==> config.mk <==
export PLATFORM = sky130hd
export DESIGN_NAME = regfile_writeback
export DESIGN_NICKNAME = d
export VERILOG_FILES = /design/src/rtl/wb_pkg.sv /design/src/rtl/wb_fifo.sv /design/src/rtl/regfile_writeback.sv
export SDC_FILE = /design/constraint.sdc
export NUM_CORES = 1
export LEC_CHECK = 0
export ABC_AREA = 1
export BUFFER_PORTS_ARGS = -buffer_cell sky130_fd_sc_hd__clkbuf_2
export CAP_MARGIN = 15
export CORE_UTILIZATION = 50
export DETAILED_ROUTE_END_ITERATION = 8
export GPL_TIMING_DRIVEN = 0
export PLACE_DENSITY_LB_ADDON = 0.05
export SYNTH_ARGS = -nofsm -noshare
export SYNTH_HDL_FRONTEND = slang
export SYNTH_HIERARCHICAL = 1
export SYNTH_SLANG_ARGS = --single-unit
==> constraint.sdc <==
create_clock -name clk -period 4.4 [get_ports clk]
set_clock_uncertainty 0.1 [all_clocks]
set_input_delay 0.66 -clock clk [delete_from_list [all_inputs] [get_ports clk]]
set_output_delay 0.66 -clock clk [all_outputs]
set_load 0.05 [all_outputs]
==> src/rtl/wb_pkg.sv <==
// wb_pkg: shared widths and the write-entry record for the writeback path
package wb_pkg;
  localparam int XLEN   = 32;
  localparam int REG_AW = 5;
  typedef struct packed {
    logic [REG_AW-1:0] addr;
    logic [XLEN-1:0]   data;
  } wb_entry_t;
endpackage

==> src/rtl/wb_fifo.sv <==
// wb_fifo: synchronous FIFO of write entries with storage exposed for bypass search
// Ports: clk/rst_n; i_push/i_din write side; i_pop/o_head read side; o_full/o_empty status;
//        o_entries/o_valid/o_rptr expose raw storage, occupied-slot mask and head slot.
module wb_fifo
  import wb_pkg::*;
#(
  parameter int DEPTH = 4
) (
  input  logic                       clk,
  input  logic                       rst_n,
  input  logic                       i_push,
  input  wb_entry_t                  i_din,
  input  logic                       i_pop,
  output logic                       o_full,
  output logic                       o_empty,
  output wb_entry_t                  o_head,
  output wb_entry_t                  o_entries [DEPTH],
  output logic [DEPTH-1:0]           o_valid,
  output logic [$clog2(DEPTH)-1:0]   o_rptr
);
  localparam int AW = $clog2(DEPTH);
  logic [AW:0] r_wptr, r_rptr;
  logic [AW:0] w_count;
  wb_entry_t   r_mem [DEPTH];
  always_ff @(posedge clk or negedge rst_n) begin
    if (!rst_n) begin
      r_wptr <= '0;
      r_rptr <= '0;
    end else begin
      if (i_push) r_wptr <= r_wptr + 1'b1;
      if (i_pop) r_rptr <= r_rptr + 1'b1;
    end
  end
  always_ff @(posedge clk) begin
    if (i_push) r_mem[r_wptr[AW-1:0]] <= i_din;
  end
  assign w_count   = r_wptr - r_rptr;
  assign o_full    = (r_wptr[AW] != r_rptr[AW]) && (r_wptr[AW-1:0] == r_rptr[AW-1:0]);
  assign o_empty   = r_wptr == r_rptr;
  assign o_head    = r_mem[r_rptr[AW-1:0]];
  assign o_entries = r_mem;
  assign o_rptr    = r_rptr[AW-1:0];
  // a slot is occupied when its distance from the head is below the occupancy
  always_comb begin
    o_valid = '0;
    for (int i = 0; i < DEPTH; i++)
      o_valid[i] = {1'b0, AW'(i) - r_rptr[AW-1:0]} < w_count;
  end
endmodule

==> src/rtl/regfile_writeback.sv <==
// regfile_writeback: merges ALU and long-latency results onto the single register-file write port
// Ports: alu_* single-cycle results (ready drops under queue starvation); lsu_* long-latency results
//        into a queue; rsv_* reserve a destination in the busy scoreboard; rf_* registered write
//        port; byp_* decode-stage forwarding of pending values.
module regfile_writeback
  import wb_pkg::*;
#(
  parameter int DEPTH  = 4,
  parameter int STARVE = 4
) (
  input  logic              clk,
  input  logic              rst_n,
  input  logic              alu_valid,
  output logic              alu_ready,
  input  logic [REG_AW-1:0] alu_addr,
  input  logic [XLEN-1:0]   alu_data,
  input  logic              lsu_valid,
  output logic              lsu_ready,
  input  logic [REG_AW-1:0] lsu_addr,
  input  logic [XLEN-1:0]   lsu_data,
  input  logic              rsv_valid,
  input  logic [REG_AW-1:0] rsv_addr,
  output logic [31:0]       busy,
  output logic [REG_AW-1:0] rf_waddr,
  output logic [XLEN-1:0]   rf_wdata,
  output logic              rf_wren,
  input  logic [REG_AW-1:0] byp_raddr0,
  input  logic [REG_AW-1:0] byp_raddr1,
  output logic              byp_hit0,
  output logic              byp_hit1,
  output logic [XLEN-1:0]   byp_data0,
  output logic [XLEN-1:0]   byp_data1
);
  localparam int AW = $clog2(DEPTH);
  localparam int SW = $clog2(STARVE + 1);
  logic                           w_full, w_empty, w_starved;
  logic                           w_alu_xfer, w_push, w_pop;
  wb_entry_t                      w_head;
  wb_entry_t                      w_entries [DEPTH];
  logic [DEPTH-1:0]               w_valid;
  logic [AW-1:0]                  w_rptr;
  logic [SW-1:0]                  r_starve;
  logic [31:0]                    r_busy, w_busy_nxt;
  logic [REG_AW-1:0]              r_waddr;
  logic [XLEN-1:0]                r_wdata;
  logic                           r_wren;
  logic [1:0][REG_AW-1:0]         w_raddr;
  logic [1:0]                     w_hit;
  logic [1:0][XLEN-1:0]           w_bdata;
  assign w_starved  = r_starve >= SW'(STARVE);
  assign alu_ready  = !w_starved;
  assign lsu_ready  = !w_full;
  assign w_alu_xfer = alu_valid && alu_ready;
  // writes to x0 are accepted but never reach the queue
  assign w_push     = lsu_valid && lsu_ready && (lsu_addr != '0);
  assign w_pop      = !w_alu_xfer && !w_empty;
  wb_fifo #(.DEPTH(DEPTH)) u_fifo (
    .clk       (clk),
    .rst_n     (rst_n),
    .i_push    (w_push),
    .i_din     ('{addr: lsu_addr, data: lsu_data}),
    .i_pop     (w_pop),
    .o_full    (w_full),
    .o_empty   (w_empty),
    .o_head    (w_head),
    .o_entries (w_entries),
    .o_valid   (w_valid),
    .o_rptr    (w_rptr)
  );
  always_ff @(posedge clk or negedge rst_n) begin
    if (!rst_n) begin
      r_starve <= '0;
      r_busy   <= '0;
      r_waddr  <= '0;
      r_wdata  <= '0;
      r_wren   <= 1'b0;
    end else begin
      r_busy <= w_busy_nxt;
      if (w_pop) r_starve <= '0;
      else if (w_full && !w_starved) r_starve <= r_starve + 1'b1;
      if (w_alu_xfer) begin
        r_waddr <= alu_addr;
        r_wdata <= alu_data;
        r_wren  <= alu_addr != '0;
      end else if (w_pop) begin
        r_waddr <= w_head.addr;
        r_wdata <= w_head.data;
        r_wren  <= 1'b1;
      end else begin
        r_wren  <= 1'b0;
      end
    end
  end
  // reservation is applied after the pop clear so a same-cycle set wins
  always_comb begin
    w_busy_nxt = r_busy;
    if (w_pop) w_busy_nxt[w_head.addr] = 1'b0;
    if (rsv_valid) w_busy_nxt[rsv_addr] = 1'b1;
    w_busy_nxt[0] = 1'b0;
  end
  assign busy     = r_busy;
  assign rf_waddr = r_waddr;
  assign rf_wdata = r_wdata;
  assign rf_wren  = r_wren;
  assign w_raddr  = {byp_raddr1, byp_raddr0};
  // output register is the lowest priority; queue scanned oldest to newest so the newest match wins
  always_comb begin
    w_hit   = '0;
    w_bdata = '0;
    for (int p = 0; p < 2; p++) begin
      w_hit[p]   = r_wren && (r_waddr == w_raddr[p]);
      w_bdata[p] = r_wdata;
      for (int k = 0; k < DEPTH; k++) begin
        if (w_valid[w_rptr + AW'(k)] && (w_entries[w_rptr + AW'(k)].addr == w_raddr[p])) begin
          w_hit[p]   = 1'b1;
          w_bdata[p] = w_entries[w_rptr + AW'(k)].data;
        end
      end
      if (w_raddr[p] == '0) w_hit[p] = 1'b0;
    end
  end
  assign byp_hit0  = w_hit[0];
  assign byp_hit1  = w_hit[1];
  assign byp_data0 = w_bdata[0];
  assign byp_data1 = w_bdata[1];
endmodule

==> impl_metrics.env <==
export IMPL_syn_area_sq_mm=0.0173
export IMPL_clock_latency_ps=570
export IMPL_fin_nets=3010
export IMPL_rows=67
export IMPL_design_core_area_sq_mm=0.0338
export IMPL_period_share_pct=111
export IMPL_cts_buffer_depth=3
export IMPL_dieWidth_um=188
export IMPL_worst_slack_ps=-478
export IMPL_vias=20700
export IMPL_relSlewSlack_pct=31.6
export IMPL_synth_xor_area_share_pct=0.707
export IMPL_cts_sinks=226
export IMPL_area_delta_synth_final_pct=32.1
export IMPL_failed_checks="setup timing"
export IMPL_cts_made_buffers=26
export IMPL_ant_nets=0
export IMPL_drtIter0Drc=3248
export IMPL_synth_seq_area_share_pct=36.9
export IMPL_period_needed_ps=4880
export IMPL_max_cap_violations=0
export IMPL_cp_slowest_cell="fa_1"
export IMPL_grt_pass1_vias=18700
export IMPL_start_util_pct=51.3
export IMPL_antenna_found_initial=0
export IMPL_h_tree_depth=1
export IMPL_track_usage_pct=42.3
export IMPL_critical_path_class="reg -> out"
export IMPL_cp_max_fo=5
export IMPL_grt_max_degree=60
export IMPL_synth_fp_nets=2680
export IMPL_die_area_sq_mm=0.0354
export IMPL_synth_warnings=6
export IMPL_die_y_um=188
export IMPL_dp_hpwl_um=54100
export IMPL_ios=232
export IMPL_setup_viol=66
export IMPL_synth_compound_area_share_pct=10.1
export IMPL_endpoint_kind="output port"
export IMPL_tns_ps=-26310
export IMPL_dr_pass1_iters=6
export IMPL_synth_adder_area_share_pct=1.27
export IMPL_postSynthAreaPerCell_sq_um=6.75
export IMPL_routed_wl_um=79700
export IMPL_worstPathRequired_ps=3640
export IMPL_hp_class="in -> reg"
export IMPL_crit_path_start_kind="flop"
export IMPL_drive_gt1_share_pct=23.6
export IMPL_avgRoutedWirePerCell_um=23.7
export IMPL_cts_clk_slew_worst_paths_ps=60
export IMPL_gp_congestion=1.02
export IMPL_slowest_delay_ps=520
export IMPL_cts_tree="built"
export IMPL_slew_viol_final=0
export IMPL_grt_ovfl_total=0
export IMPL_cp_arrival_ps=4120
export IMPL_synth_top_family_by_area="simple AND/OR/NAND/NOR gates"
export IMPL_crit_top_cell="inv_2"
export IMPL_synthCells=2569
export IMPL_ys_types=44
export IMPL_hold_viol=0
export IMPL_grt_pass1_wl_um=113000
export IMPL_yosys_register_bits=226
export IMPL_cts_root_buf="clkbuf_16"
export IMPL_worst_slew_pin_slew_ps=1030
export IMPL_synthMuxAreaShare_pct=5.20
export IMPL_fmax_ghz=0.205
export IMPL_crit_family="simple AND/OR/NAND/NOR gates"
export IMPL_synth_simple_gate_area_share_pct=36.6
export IMPL_rsz0062_at_grt="yes"
export IMPL_worst_path_buf_inv=9
export IMPL_avgViaCountPerCell=6.14
export IMPL_io_buffers=227
export IMPL_status="finished, violations left"
export IMPL_drc_errors=0
repair_timing:
item	CTS	global route
buffers inserted	27	21
gates resized for setup	263	332
gates cloned	5	17
setup endpoints to repair	66	66
endpoints found under the hold margin	19	0
hold buffers	1	0
pin swaps	47	117
state kept, by name (all words and copies together) (netlist names):
register          cells
rf_wdata             32
u_fifo/r_rptr         3
u_fifo/r_wptr         3
busy                 31
r_starve              3
u_fifo/o_entries    148
rf_wren               1
rf_waddr              5
cell usage in the layout, fill, tap and decap left out, types with 77 or more instances in the layout:
master,instances
clkbuf_2,162
inv_1,161
dfrtp_1,77
nand3_1,161
edfxtp_1,148
mux2i_1,90
nor2_1,256
nand2_2,94
nand2_1,892
o21ai_0,207
path summary, 6_finish.rpt:
check | from | end | slack (ps) | depth (start not counted)
hold reg to reg | busy[29]$_DFF_PN0_ | busy[29]$_DFF_PN0_ | 420 | 2
max in group asynchronous | rst_n | rf_wdata[6]$_DFFE_PN0P_ | 3020 | 3
hold / removal | lsu_data[14] | u_fifo/o_entries[51]$_DFFE_PP_ | 200 | 1
setup / recovery | u_fifo/r_wptr[0]$_DFFE_PN0P_ | byp_data1[31] | -480 | 25
min in group asynchronous | rst_n | rf_wdata[27]$_DFFE_PN0P_ | 490 | 2
setup reg to reg | u_fifo/r_rptr[0]$_DFFE_PN0P_ | rf_wdata[24]$_DFFE_PN0P_ | 730 | 12
logic make-up (layout without fill, tap and decap cells):
logic type	count (synthesis)	in the layout
AO/OA/AOI/OAI	315	315
flip-flops	226	226
XOR/XNOR	14	14
other	1	2
adder cells (fa/ha/maj)	17	17
buffers and inverters	343	690
AND/OR/NAND/NOR	1563	1565
multiplexers	90	90
synth_stat cells, drive strengths merged:
cell / instances / share of area (%)
nand2: 992 / 21
nor2: 302 / 6.7
o21ai: 253 / 7.5
nand3: 201 / 6.0
inv: 179 / 3.9
edfxtp: 148 / 26
buf: 112 / 4.2
mux2i: 90 / 5.2
dfrtp: 78 / 11
nand4: 54 / 1.9
clkbuf: 49 / 1.1
o211ai: 34 / 1.5
ha: 16 / 1.2
xor2: 13 / 0.66
a21oi: 11 / 0.34
nor3: 4 / 0.12
o21bai: 4 / 0.17
o22ai: 4 / 0.14
or2: 4 / 0.14
a221oi: 3 / 0.15
clkinv: 3 / 0.065
nand3b: 3 / 0.13
o21a: 2 / 0.087
a211oi: 1 / 0.043
a221o: 1 / 0.058
and3: 1 / 0.036
conb: 1 / 0.022
fa: 1 / 0.12
nor4: 1 / 0.036
o221ai: 1 / 0.051
o311ai: 1 / 0.051
or3: 1 / 0.036
xnor2: 1 / 0.051
cell type report:
| cell class | instances | area [sq um] |
|---|---|---|
| repair buffers | 299 | 2820 |
| flip-flops and latches | 226 | 6400 |
| plain buffers | 161 | 1350 |
| multi-input cells | 2002 | 10100 |
| diodes | 1 | 2.50 |
| inverters | 182 | 701 |
| repair inverters | 1 | 11.3 |
| well taps | 448 | 561 |
| clock inverters | 14 | 210 |
| fillers | 2823 | 10900 |
| clock buffers | 33 | 697 |
worst reg2reg max path, delay by kind of cell (launching register included):
family | cells | cell delay [ps]
buffers and inverters | 6 | 2060
adders and majority gates | 1 | 280
AOI/OAI and AO/OA | 2 | 200
and+or+nand+nor | 3 | 540
DFF | 1 | 410
metrics by stage:
| stage | cell area [sq um] | hold WS, ps | cells | util, % | setup slack (ps) |
|---|---|---|---|---|---|
| 2_1_floorplan | 17300 | 264 | 2569 | - | 289 |
| 3_3_place_gp | 19000 | 395 | 3244 | 56.3 | -555 |
| 3_5_place_dp | 19100 | 398 | 3249 | 56.7 | -614 |
| 4_1_cts | 21400 | 190 | 3329 | 63.2 | -318 |
| 5_1_grt | 22900 | 209 | 3366 | 67.8 | -578 |
| 6_report | 22900 | 201 | 3367 | 67.8 | -478 |
per-layer routing:
layer / track usage [%] / vias up / part of all wire (%) / wire (um)
li1: - / 9043 / - / -
met4: 20.6 / 0 / 6.0 / 4800
met1: 58.6 / 9528 / 38 / 30600
met3: 8.96 / 370 / 14 / 11300
met5: 0 / - / 0 / 0
met2: 62.8 / 1717 / 41 / 32900
Power is not shown: default switching activity piles up to over one toggle a cycle in this logic, so the estimate is an artifact.
